## config.mk

```make
export PLATFORM = sky130hd
export DESIGN_NAME = delay_ram_scheduler
export DESIGN_NICKNAME = d
export VERILOG_FILES = /design/src/rtl/delay_ram_scheduler.sv
export SDC_FILE = /design/constraint.sdc
export NUM_CORES = 1
export LEC_CHECK = 0
export CAP_MARGIN = 20
export CORE_AREA = 2 2 132 199
export CTS_CLUSTER_DIAMETER = 50
export DETAILED_ROUTE_END_ITERATION = 8
export DIE_AREA = 0 0 134 201
export GPL_TIMING_DRIVEN = 0
export SYNTH_ARGS = -nofsm -noshare
export SYNTH_HDL_FRONTEND = slang
export SYNTH_SLANG_ARGS = --single-unit
```

## constraint.sdc

```tcl
create_clock -name clk -period 9.84 [get_ports clk]
set_input_delay 1.476 -clock clk [delete_from_list [all_inputs] [get_ports clk]]
set_output_delay 1.476 -clock clk [all_outputs]
set_load 0.01 [all_outputs]
```

## src/rtl/delay_ram_scheduler.sv

```systemverilog
// Shares one single-port delay-line SRAM among NREQ effects: per frame, one write then one
// delayed read for each enabled requester, each inside its own 2^REGION_W-word ring.
module delay_ram_scheduler #(
  parameter int NREQ     = 3,
  parameter int ADDR_W   = 16,
  parameter int DATA_W   = 16,
  parameter int REGION_W = 13,
  parameter int RD_LAT   = 2
) (
  input  logic                       clk,
  input  logic                       ADCLRCK,
  input  logic                       frame_start,
  input  logic [NREQ-1:0]            en,
  input  logic [NREQ*DATA_W-1:0]     wr_data,
  input  logic [NREQ*REGION_W-1:0]   rd_delay,
  input  logic                       overrun_clr,
  output logic [NREQ*DATA_W-1:0]     rd_data,
  output logic [NREQ-1:0]            rd_valid,
  output logic                       busy,
  output logic                       overrun,
  output logic [ADDR_W-1:0]          ram_addr,
  output logic [DATA_W-1:0]          ram_d,
  output logic                       ram_we,
  input  logic [DATA_W-1:0]          ram_q
);

  localparam int IDX_W = (NREQ > 1) ? $clog2(NREQ) : 1;
  localparam int CNT_W = (RD_LAT > 1) ? $clog2(RD_LAT) : 1;
  localparam logic [CNT_W-1:0] WAIT_LAST = CNT_W'(RD_LAT - 1);

  // The scan step is resolved combinationally on the IDLE/WAIT exit edge, so it costs no cycle.
  typedef enum logic [1:0] {IDLE, WRITE, READ, WAIT} state_t;

  state_t                state_reg, state_next;
  logic [IDX_W-1:0]      idx_reg, idx_next;
  logic [CNT_W-1:0]      wait_cnt_reg, wait_cnt_next;
  logic [ADDR_W-1:0]     ram_addr_reg, ram_addr_next;
  logic [DATA_W-1:0]     ram_d_reg, ram_d_next;
  logic                  overrun_reg, overrun_next;

  logic [DATA_W-1:0]     wr_data_arr [NREQ];
  logic [DATA_W-1:0]     wr_sh_arr   [NREQ];
  logic [REGION_W-1:0]   dly_sh_arr  [NREQ];
  logic [REGION_W-1:0]   wp_arr      [NREQ];
  logic [NREQ-1:0]       en_sh;

  logic                  accept;
  logic                  wait_last;
  logic                  first_hit, next_hit;
  logic [IDX_W-1:0]      first_idx, next_idx;
  logic [REGION_W-1:0]   rd_ptr;

  assign accept    = (state_reg == IDLE) && frame_start;
  assign wait_last = (state_reg == WAIT) && (wait_cnt_reg == WAIT_LAST);
  assign rd_ptr    = wp_arr[idx_reg] - dly_sh_arr[idx_reg];

  // Lowest enabled index: from the live enables at frame start, above idx_reg afterwards.
  always_comb begin
    first_hit = 1'b0;
    first_idx = '0;
    next_hit  = 1'b0;
    next_idx  = '0;
    for (int k = NREQ - 1; k >= 0; k--) begin
      if (en[k]) begin
        first_hit = 1'b1;
        first_idx = IDX_W'(k);
      end
      if (en_sh[k] && (k > int'(idx_reg))) begin
        next_hit = 1'b1;
        next_idx = IDX_W'(k);
      end
    end
  end

  always_comb begin
    state_next    = state_reg;
    idx_next      = idx_reg;
    wait_cnt_next = wait_cnt_reg;
    ram_addr_next = ram_addr_reg;
    ram_d_next    = ram_d_reg;
    case (state_reg)
      IDLE: begin
        if (frame_start) begin
          idx_next = '0;
          if (first_hit) begin
            state_next    = WRITE;
            idx_next      = first_idx;
            ram_addr_next = ADDR_W'({first_idx, wp_arr[first_idx]});
            ram_d_next    = wr_data_arr[first_idx];
          end
        end
      end
      WRITE: begin
        state_next    = READ;
        ram_addr_next = ADDR_W'({idx_reg, rd_ptr});
      end
      READ: begin
        state_next    = WAIT;
        wait_cnt_next = '0;
      end
      WAIT: begin
        if (wait_cnt_reg == WAIT_LAST) begin
          if (next_hit) begin
            state_next    = WRITE;
            idx_next      = next_idx;
            ram_addr_next = ADDR_W'({next_idx, wp_arr[next_idx]});
            ram_d_next    = wr_sh_arr[next_idx];
          end else begin
            state_next = IDLE;
          end
        end else begin
          wait_cnt_next = wait_cnt_reg + 1'b1;
        end
      end
      default: state_next = IDLE;
    endcase
  end

  // A new overrun event outranks a simultaneous clear.
  always_comb begin
    overrun_next = overrun_reg;
    if (frame_start && busy)
      overrun_next = 1'b1;
    else if (overrun_clr)
      overrun_next = 1'b0;
  end

  always_ff @(posedge clk or posedge ADCLRCK) begin
    if (ADCLRCK) begin
      state_reg    <= IDLE;
      idx_reg      <= '0;
      wait_cnt_reg <= '0;
      ram_addr_reg <= '0;
      ram_d_reg    <= '0;
      overrun_reg  <= 1'b0;
    end else begin
      state_reg    <= state_next;
      idx_reg      <= idx_next;
      wait_cnt_reg <= wait_cnt_next;
      ram_addr_reg <= ram_addr_next;
      ram_d_reg    <= ram_d_next;
      overrun_reg  <= overrun_next;
    end
  end

  genvar gi;
  generate
    for (gi = 0; gi < NREQ; gi++) begin : g_req
      logic [REGION_W-1:0] wp_reg;
      logic [REGION_W-1:0] dly_sh_reg;
      logic [DATA_W-1:0]   wr_sh_reg;
      logic [DATA_W-1:0]   rd_data_reg;
      logic                en_sh_reg;
      logic                rd_valid_reg;
      logic                sel;

      assign sel = (idx_reg == IDX_W'(gi));

      always_ff @(posedge clk or posedge ADCLRCK) begin
        if (ADCLRCK) begin
          wp_reg       <= '0;
          dly_sh_reg   <= '0;
          wr_sh_reg    <= '0;
          rd_data_reg  <= '0;
          en_sh_reg    <= 1'b0;
          rd_valid_reg <= 1'b0;
        end else begin
          if (accept) begin
            en_sh_reg  <= en[gi];
            wr_sh_reg  <= wr_data[gi*DATA_W +: DATA_W];
            dly_sh_reg <= rd_delay[gi*REGION_W +: REGION_W];
          end
          // Read address used the pre-increment pointer, so delay 0 returns this frame's sample.
          if ((state_reg == READ) && sel)
            wp_reg <= wp_reg + 1'b1;
          rd_valid_reg <= wait_last && sel;
          if (wait_last && sel)
            rd_data_reg <= ram_q;
        end
      end

      assign wr_data_arr[gi]                = wr_data[gi*DATA_W +: DATA_W];
      assign wr_sh_arr[gi]                  = wr_sh_reg;
      assign dly_sh_arr[gi]                 = dly_sh_reg;
      assign wp_arr[gi]                     = wp_reg;
      assign en_sh[gi]                      = en_sh_reg;
      assign rd_data[gi*DATA_W +: DATA_W]   = rd_data_reg;
      assign rd_valid[gi]                   = rd_valid_reg;
    end
  endgenerate

  assign busy     = (state_reg != IDLE);
  assign ram_we   = (state_reg == WRITE);
  assign ram_addr = ram_addr_reg;
  assign ram_d    = ram_d_reg;
  assign overrun  = overrun_reg;

endmodule

```

==> results.json, run 1 <==
{
  "clkSinkCount": 200,
  "avgRoutedWirePerCell_um": 19.0,
  "dieHeight_um": 201,
  "dp.final_hpwl_um": 20600,
  "slew_viol_final": 0,
  "powerDensity_nw_per_um2": 325,
  "fin_tns_setup_ns": 0,
  "ys_seq_elements": 200,
  "grt_pass1_wl_um": 43100,
  "finalSetupViolCount": 0,
  "p_leak_nw": 5.49,
  "drt_first_iter_violations": 306,
  "post_cts_buffers": 0,
  "route.vias.total": 7663,
  "grt_usage_pct": 20.7,
  "nets": 1231,
  "drive_above_1_share_pct": 18.5,
  "firstDrtPassIters": 7,
  "avgSynthCellArea_um2": 11.2,
  "worstReg2RegStart": "idx_reg[1]",
  "async_flop_share_pct": 100,
  "critical_path_class": "reg -> reg",
  "synth_flop_cell": "dfrtp_1",
  "synth-edff-count": 0,
  "fin_crit_ns": 3.51,
  "timing.final.crit_share_pct": 35.6,
  "cp_slowest_cell": "buf_2",
  "crit_path_start_kind": "flip-flop",
  "synth_nets": 1017,
  "ys_seq_area_share_pct": 50.4,
  "grt_pass1_vias": 7828,
  "clk_pin_slew_ns": 0.08,
  "largest_register_ffs": 48,
  "cpPeakStageDelay_ns": 0.41,
  "synthCells": 887,
  "layout_commonest_cell": "dfrtp_1",
  "rows": 72,
  "io_pins": 196,
  "worst_hold_path_type": "reg -> reg",
  "hp-start": "ram_addr[2]",
  "rsz0062_at_grt": "no",
  "crit_required_ns": 10.22,
  "critPathArrivalTime_ns": 3.89,
  "ys_warn_count": 0,
  "vias_per_cell": 5.30,
  "place_congestion": 0.861,
  "finClkSkew_ns": 0.0124,
  "clkLatencyLatePin_ns": 0.45,
  "clock-root-buffer": "clkbuf_16",
  "placed_area_um2": 12300,
  "grt_overflow": 0,
  "ir_drop_mv": 0.167,
  "hold_viol_final": 0,
  "critPathTopFamily": "buffers and inverters",
  "ant_nets": 0,
  "drc": 0,
  "crit_buf_inv": 3,
  "regArea_um2": 5000,
  "timing.fmax_ghz": 0.285,
  "cp_max_fo": 10,
  "htreeDepth": 4,
  "syn2layout_area_growth_pct": 30.0,
  "cp_cell_sequence": "buf_4 > buf_2 > buf_2 > mux2i_1 > o21ai_0 > ha_1 > fa_1 > nor2b_1 > o31a_1 > o21ai_0 > a31o_2 > nand4b_1 > nand3_1",
  "layout_common_cells": "dfrtp_1 (200), clkdlybuf4s50_1 (194), mux2_2 (125), nand2_1 (90), nor2_1 (67)",
  "critPathLaunch": "idx_reg[1]",
  "fill_cells": 2278,
  "clockBufferDepth": 2,
  "worst_slew_pin_slew_ns": 0.854,
  "dieArea_um2": 26900,
  "antenna_cells": 0,
  "coreArea_um2": 25300,
  "cts_tree": "built",
  "die_x_um": 134,
  "numCtsBuffers": 17,
  "antenna_found_initial": 0,
  "status": "finished clean",
  "multiInputGateArea_um2": 4590,
  "synth.distinct_cells": 68,
  "hold_buffers": 0,
  "port_buffers": 194,
  "grt_max_degree": 104,
  "totalPowerFinal_mw": 4.20,
  "cap_violations": 0,
  "drt-total-wl_um": 27400,
  "cts-resized-gates": 0,
  "syn_area_um2": 9930,
  "start_util_pct": 39.2,
  "design_area_um2": 12900,
  "slew_headroom_pct": 42.9,
  "cp-end-kind": "flip-flop"
}
-- where the power goes --
group,switching (mW),internal (mW)
Sequential,0.215,1.18
Clock,0.341,0.381
Combinational,1.04,1.04
-- final timing paths --
path / slack, ns / endpoint / depth (start not counted)
setup / recovery: 6.33 / ram_addr[12] / 13
hold / removal: 0.49 / ram_addr[2] / 2
setup reg to reg: 6.33 / ram_addr[12] / 13
hold reg to reg: 0.49 / ram_addr[2] / 2
max in group asynchronous: 7.35 / ram_addr[7] / 3
min in group asynchronous: 1.52 / g_req[0].rd_data_reg[9] / 2
-- cells by family (layout without fill, tap and decap cells) --
logic type,Yosys count,after routing,share of synthesized area (%)
AND/OR/NAND/NOR,230,230,10.7
flip-flops,200,200,50.4
AO/OA/AOI/OAI,173,173,12.5
multiplexers,150,150,16.7
buffers and inverters,71,297,3.44
XOR/XNOR,42,42,3.70
adder cells (fa/ha/maj),20,20,2.59
other,1,1,0.0378
-- per-stage QoR --
step	hold slack, ns	worst slack, ns	std cells	util [%]
2_1_floorplan	0.473	2.91	887	-
3_3_place_gp	0.468	0.0590	1414	48.6
3_5_place_dp	0.476	6.08	1415	48.7
4_1_cts	0.495	6.28	1446	51.0
5_1_grt	0.517	6.03	1446	51.0
6_report	0.486	6.33	1446	51.0
-- worst reg2reg max path: stages (launching register included) --
cell and delay, ns:
dfrtp_1 0.34, buf_4 0.16, buf_2 0.33, buf_2 0.41, mux2i_1 0.27, o21ai_0 0.12, ha_1 0.24, fa_1 0.41
nor2b_1 0.16, o31a_1 0.22, o21ai_0 0.20, a31o_2 0.28, nand4b_1 0.18, nand3_1 0.12
-- area by class of cell --
| class | instances | area share [%] |
|---|---|---|
| plain buffers | 55 | 2.18 |
| repair buffers | 195 | 15.3 |
| clock inverters | 13 | 1.22 |
| multi-input cells | 616 | 35.5 |
| flip-flops and latches | 200 | 38.8 |
| inverters | 16 | 0.523 |
| well taps | 333 | 3.23 |
| clock buffers | 18 | 3.32 |
-- synthesized netlist by cell type, types with 3 or more instances --
cell type  instances  area (um2)
clkbuf_1          14        52.6
o22ai_1            8        50.1
a21o_1             3        22.5
mux2_2           125        1410
nor3_1             4        20.0
buf_4             11        82.6
nor2_2             3        18.8
nand2_1           90         338
nor2b_1            6        37.5
a21oi_1           30         150
buf_2             21         105
o21a_1             5        37.5
nand3b_1           4        30.0
nand3_1           21         105
xor2_1            15         131
dfrtp_1          200        5000
buf_1              8        30.0
and3_1             5        31.3
o2bb2ai_1          9        78.8
nor2_1            67         251
and4_1             3        26.3
a22o_1             9        78.8
a31oi_1           18         113
a22oi_1           18         135
o31a_1             3        26.3
o22a_1             7        61.3
ha_1              19         238
and2_1             3        18.8
nand4_1            6        37.5
xnor2_1           27         236
o21ai_0           33         165
nand2b_1           4        25.0
mux2i_1           25         250
a221oi_1           8        70.1
inv_1             16        60.1
-- metal layers --
| layer | share of wire [%] | global-route usage, % |
|---|---|---|
| met2 | 54 | 37.6 |
| met1 | 40 | 23.9 |
| met4 | 2.6 | 8.02 |
| met3 | 4.2 | 3.56 |
| met5 | 0 | 0 |
Note: power is estimated with default switching activity, not from simulation.
==> run 2: changes to the inputs <==
==> constraint.sdc (replaced) <==
create_clock -name clk -period 3.5 [get_ports clk]
set_input_delay 0.525 -clock clk [delete_from_list [all_inputs] [get_ports clk]]
set_output_delay 0.525 -clock clk [all_outputs]
set_load 0.01 [all_outputs]
==> run 2 against run 1 <==
Compared with the run above: clock skew is 0.00080 ns lower; combinational power grew to 2.8 times the previous value; worst setup slack worse by 6.1 ns; clock-buffer cell count decreased by 1; non-clock buffer count increased by 4; sequential share of layout area shrank 0.41 points; first-iteration DRC count up 11%; critical endpoint is now ram_addr[10]; largest cell class unchanged.
==> results.json, run 2 (synthesis results as in run 1) <==
{
  "status": "finished clean",
  "cp_max_fo": 10,
  "dieHeight_um": 201,
  "rsz0062_at_grt": "no",
  "avgRoutedWirePerCell_um": 19.2,
  "vias_per_cell": 5.27,
  "cpPeakStageDelay_ns": 0.42,
  "ir_drop_mv": 0.413,
  "grt_pass1_wl_um": 44200,
  "cts_tree": "built",
  "fin_crit_ns": 3.23,
  "timing.final.crit_share_pct": 92.2,
  "port_buffers": 194,
  "start_util_pct": 39.2,
  "drt-total-wl_um": 27900,
  "slew_headroom_pct": 42.7,
  "cap_violations": 0,
  "p_leak_nw": 5.56,
  "critPathArrivalTime_ns": 3.56,
  "finalSetupViolCount": 0,
  "critical_path_class": "reg -> reg",
  "coreArea_um2": 25300,
  "clk_pin_slew_ns": 0.08,
  "clock-root-buffer": "clkbuf_16",
  "antenna_found_initial": 0,
  "clkSinkCount": 200,
  "layout_common_cells": "dfrtp_1 (200), clkdlybuf4s50_1 (194), mux2_2 (125), nand2_1 (90), nor2_1 (67)",
  "grt_overflow": 0,
  "grt_usage_pct": 21.4,
  "cp_slowest_cell": "fa_1",
  "powerDensity_nw_per_um2": 917,
  "layout_commonest_cell": "dfrtp_1",
  "crit_required_ns": 3.83,
  "antenna_cells": 0,
  "htreeDepth": 4,
  "dp.final_hpwl_um": 21300,
  "grt_pass1_vias": 8050,
  "grt_max_degree": 42,
  "hold_buffers": 0,
  "post-route-util_pct": 51.6,
  "drive_above_1_share_pct": 19.1,
  "place_congestion": 0.874,
  "drt_first_iter_violations": 340,
  "route.vias.total": 7644,
  "dieArea_um2": 26900,
  "crit_path_start_kind": "flip-flop",
  "clkLatencyLatePin_ns": 0.45,
  "cp-end-kind": "flip-flop",
  "worst_slew_pin_slew_ns": 0.858,
  "cp_cell_sequence": "buf_4 > buf_4 > buf_6 > mux2i_1 > o21ai_0 > ha_1 > fa_1 > nor2b_1 > o31a_1 > o21ai_0 > mux2i_1 > a221oi_2 > nor2_1",
  "slew_viol_final": 0,
  "die_x_um": 134,
  "io_pins": 196,
  "firstDrtPassIters": 5,
  "ant_nets": 0,
  "syn2layout_area_growth_pct": 31.4,
  "nets": 1235,
  "worst_hold_path_type": "reg -> reg",
  "post_cts_buffers": 0,
  "fin_tns_setup_ns": 0,
  "rows": 72,
  "largest_register_ffs": 48,
  "finClkSkew_ns": 0.0116,
  "drc": 0,
  "numCtsBuffers": 17,
  "hold_viol_final": 0,
  "timing.fmax_ghz": 0.310,
  "clockBufferDepth": 2
}
## run 2: cell types whose count changed in the layout (fill, tap and decap cells not counted), moves of 2 or more
| cell | delta |
|---|---|
| clkinv_8 | +2 |
| inv_6 | -2 |
| clkinv_2 | +2 |
| buf_2 | -3 |
| buf_12 | +5 |
| clkbuf_1 | -2 |
| buf_4 | +2 |
## run 2: power by group
part | internal [mW] | switching [mW]
registers | 3.32 | 0.607
clock network | 1.16 | 0.982
logic | 2.96 | 2.94
## run 2: path summary, 6_finish.rpt
kind	startpoint	cells after the start	end	slack [ns]
worst max-delay path	idx_reg[1]	13	ram_addr[10]	0.27
max in group asynchronous	ADCLRCK	5	g_req[0].dly_sh_reg[6]	1.74
worst min register to register	ram_addr[2]	2	ram_addr[2]	0.51
min in group asynchronous	ADCLRCK	2	g_req[2].rd_data_reg[5]	0.59
worst max register to register	idx_reg[1]	13	ram_addr[10]	0.27
worst min-delay path	ram_addr[2]	2	ram_addr[2]	0.51
## run 2: final cells by class
cell class              count  area [um2]
fillers                  2323       12300
multi-input cells         616        4590
clock inverters            15         211
well taps                 333         417
plain buffers              55         294
flip-flops and latches    200        5000
inverters                  16        63.8
repair buffers            199        2040
clock buffers              17         425
## run 2: per-stage QoR
step	instances	hold slack [ns]	instance area, um2	total power, mW	worst slack, ns
2_1_floorplan	887	0.473	9940	7.56	0.387
3_3_place_gp	1414	0.469	12300	9.75	-1.32
3_5_place_dp	1419	0.479	12400	9.87	-0.0877
4_1_cts	1451	0.505	13000	12.0	0.0106
5_1_grt	1451	0.516	13100	12.8	0.0226
6_report	1451	0.505	13100	12.0	0.272
## run 2: per-layer routing
metal	wire, um	share of wire, %	vias up	track usage (%)
met2	14700	53	211	37.9
met4	893	3.2	0	9.38
li1	-	-	3606	-
met5	0	0	-	0
met1	11200	40	3778	25.1
met3	1080	3.9	49	3.69
## run 2: worst max-delay path, delay by kind of cell, from the launching register on
kind            cells  cell delay [ns]
buf+inv             3             0.63
mux                 2             0.44
fa+ha+maj           2             0.66
compound gates      4             0.81
simple gates        2             0.23
flops               1             0.33
## run 2: timing repair
action | in CTS | in global routing
pin swaps | 0 | 0
gates resized for setup | 2 | 6
setup endpoints to repair | 2 | 3
==> run 3: changes to the inputs <==
--- a/config.mk
+++ b/config.mk
@@ -6,11 +6,13 @@
 export NUM_CORES = 1
 export LEC_CHECK = 0
 export CAP_MARGIN = 20
-export CORE_AREA = 2 2 132 199
+export CORE_AREA = 2 2 125 187
 export CTS_CLUSTER_DIAMETER = 50
 export DETAILED_ROUTE_END_ITERATION = 8
-export DIE_AREA = 0 0 134 201
+export DIE_AREA = 0 0 127 189
 export GPL_TIMING_DRIVEN = 0
+export PLACE_DENSITY = 0.7
+export SKIP_CTS_REPAIR_TIMING = 1
 export SYNTH_ARGS = -nofsm -noshare
 export SYNTH_HDL_FRONTEND = slang
 export SYNTH_SLANG_ARGS = --single-unit
==> run 3 against run 2 <==
Compared with the run above: cell count decreased by 4.0%; clock power fell by 13%; wire length down 4.4%; register-to-register slack about the same; sequential power about the same; core utilization up 6.1 points; first-iteration DRC count up 16%; global-route usage increased by 1.4 points; combinational power barely moved; non-clock buffer count is the same; sequential cell count stayed put; hold slack got worse by 0.018 ns; critical path type unchanged; largest cell class unchanged.
==> results.json, run 3 (synthesis results as in run 1) <==
{
  "crit_path_start_kind": "flip-flop",
  "hp-start": "ram_addr[2]",
  "critPathArrivalTime_ns": 3.55,
  "timing.fmax_ghz": 0.310,
  "route.vias.total": 7691,
  "p_leak_nw": 5.49,
  "io_pins": 196,
  "firstDrtPassIters": 6,
  "r2r-end": "ram_addr[10]",
  "finalNonFillerCells": 1393,
  "worst_slew_pin_slew_ns": 0.819,
  "finClkSkew_ns": 0.00659,
  "drc": 0,
  "clkLatencyLatePin_ns": 0.44,
  "cts_tree": "built",
  "rsz0062_at_grt": "no",
  "cap_violations": 0,
  "dp_cells": 1362,
  "drt_first_iter_violations": 396,
  "vias_per_cell": 5.52,
  "critPathTopFamily": "buffers and inverters",
  "dieArea_um2": 24000,
  "ant_nets": 0,
  "cp-end-kind": "flip-flop",
  "layout_commonest_cell": "dfrtp_1",
  "grt_pass1_wl_um": 42500,
  "clock-root-buffer": "clkbuf_16",
  "layout_common_cells": "dfrtp_1 (200), clkdlybuf4s50_1 (194), mux2_2 (125), nand2_1 (90), nor2_1 (67)",
  "timing.final.crit_share_pct": 92.3,
  "port_buffers": 194,
  "grt_overflow": 0,
  "totalPowerFinal_mw": 11.7,
  "fin_crit_ns": 3.23,
  "antenna_found_initial": 0,
  "cp_max_fo": 10,
  "slew_headroom_pct": 45.4,
  "drt-total-wl_um": 26700,
  "coreArea_um2": 22300,
  "crit_required_ns": 3.82,
  "whs_path_depth": 2,
  "dieHeight_um": 189,
  "slew_viol_final": 0,
  "r2r_setup_slack_ns": 0.27,
  "syn2layout_area_growth_pct": 29.5,
  "nets": 1235,
  "status": "finished clean",
  "antenna_cells": 0,
  "powerDensity_nw_per_um2": 909,
  "hold_end": "ram_addr[2]",
  "fin_tns_setup_ns": 0,
  "clockBufferDepth": 2,
  "regArea_um2": 5000,
  "worstReg2RegStart": "idx_reg[1]",
  "fill_cells": 1937,
  "dp.final_hpwl_um": 20000,
  "finalSetupViolCount": 0,
  "multiInputGateArea_um2": 4590,
  "crit_buf_inv": 3,
  "drive_above_1_share_pct": 18.4,
  "numCtsBuffers": 17,
  "critical_path_class": "reg -> reg",
  "avgRoutedWirePerCell_um": 19.1,
  "timing.hold.ws_ns": 0.487,
  "largest_register_ffs": 48,
  "ir_drop_mv": 0.407,
  "htreeDepth": 4,
  "place_congestion": 0.896,
  "die_x_um": 127,
  "grt_pass1_vias": 7939,
  "clkSinkCount": 200,
  "cpPeakStageDelay_ns": 0.41,
  "grt_max_degree": 44,
  "hold_viol_final": 0,
  "rr_worst_depth": 13,
  "worst_hold_path_type": "reg -> reg",
  "clk_pin_slew_ns": 0.07,
  "cp_slowest_cell": "fa_1",
  "cp_cell_sequence": "buf_4 > clkbuf_4 > clkbuf_4 > mux2i_1 > o21ai_0 > ha_1 > fa_1 > nor2b_1 > o31a_1 > o21ai_1 > mux2i_1 > a221oi_1 > nor2_1",
  "rows": 67,
  "grt_usage_pct": 22.8,
  "start_util_pct": 44.5
}
==> run 3: cell count changes in the layout (fill, tap and decap cells not counted), moves of 2 or more <==
cell        previous run  this run
clkinvlp_4             2         4
clkinv_8               2         0
inv_8                  4         0
bufinv_16              3         1
clkbuf_1              13        20
buf_4                 13        11
clkbuf_4               0         2
==> run 3: report_power, final <==
part | total (mW) | internal, mW | leakage, nW | switching (mW)
clock | 1.86 | 0.997 | 0.251 | 0.862
combinational | 5.90 | 2.95 | 2.80 | 2.94
sequential | 3.94 | 3.32 | 2.44 | 0.617
total | 11.7 | 7.28 | 5.49 | 4.42
==> run 3: how the worst max path moves through the flow <==
stage                                         to  depth (start not counted)  slack (ns)  startpoint
after detailed placement            ram_addr[10]                         13        0.06  idx_reg[1]
after global placement                  ram_d[6]                          2       -1.25     ADCLRCK
after floorplan           g_req[0].dly_sh_reg[0]                          1        0.39     ADCLRCK
final                               ram_addr[10]                         13        0.27  idx_reg[1]
after global routing                ram_addr[10]                         13        0.04  idx_reg[1]
after CTS                           ram_addr[10]                         13        0.03  idx_reg[1]
==> run 3: cell type report <==
class / instances / area share [%]
Timing Repair Buffer: 199 / 15.9
Inverter: 16 / 0.496
Tap cell: 276 / 2.68
Clock buffer: 24 / 3.59
Sequential cell: 200 / 38.9
Multi-Input combinational cell: 616 / 35.7
Buffer: 55 / 2.23
Clock inverter: 7 / 0.554
==> run 3: worst min-delay path, delay by kind of cell, from the launching register on <==
kind / cells / cell delay [ns]
DFF: 1 / 0.35
and+or+nand+nor: 1 / 0.04
AOI/OAI and AO/OA: 1 / 0.06
==> run 3: per-stage QoR <==
stage / area, um2 / util (%) / setup slack, ns
after floorplan: 9940 / - / 0.387
after global placement: 12200 / 54.8 / -1.25
after detailed placement: 12300 / 55.3 / 0.0632
after CTS: 12900 / 57.7 / 0.0333
after global routing: 12900 / 57.7 / 0.0390
final: 12900 / 57.7 / 0.270
==> run 3: layer usage <==
metal	GRT usage, %	vias to the layer above	part of all wire, %
met3	4.46	54	4.6
met5	0	-	0
met1	26.5	3798	39
met4	9.76	0	3.3
li1	-	3604	-
met2	40.7	235	53
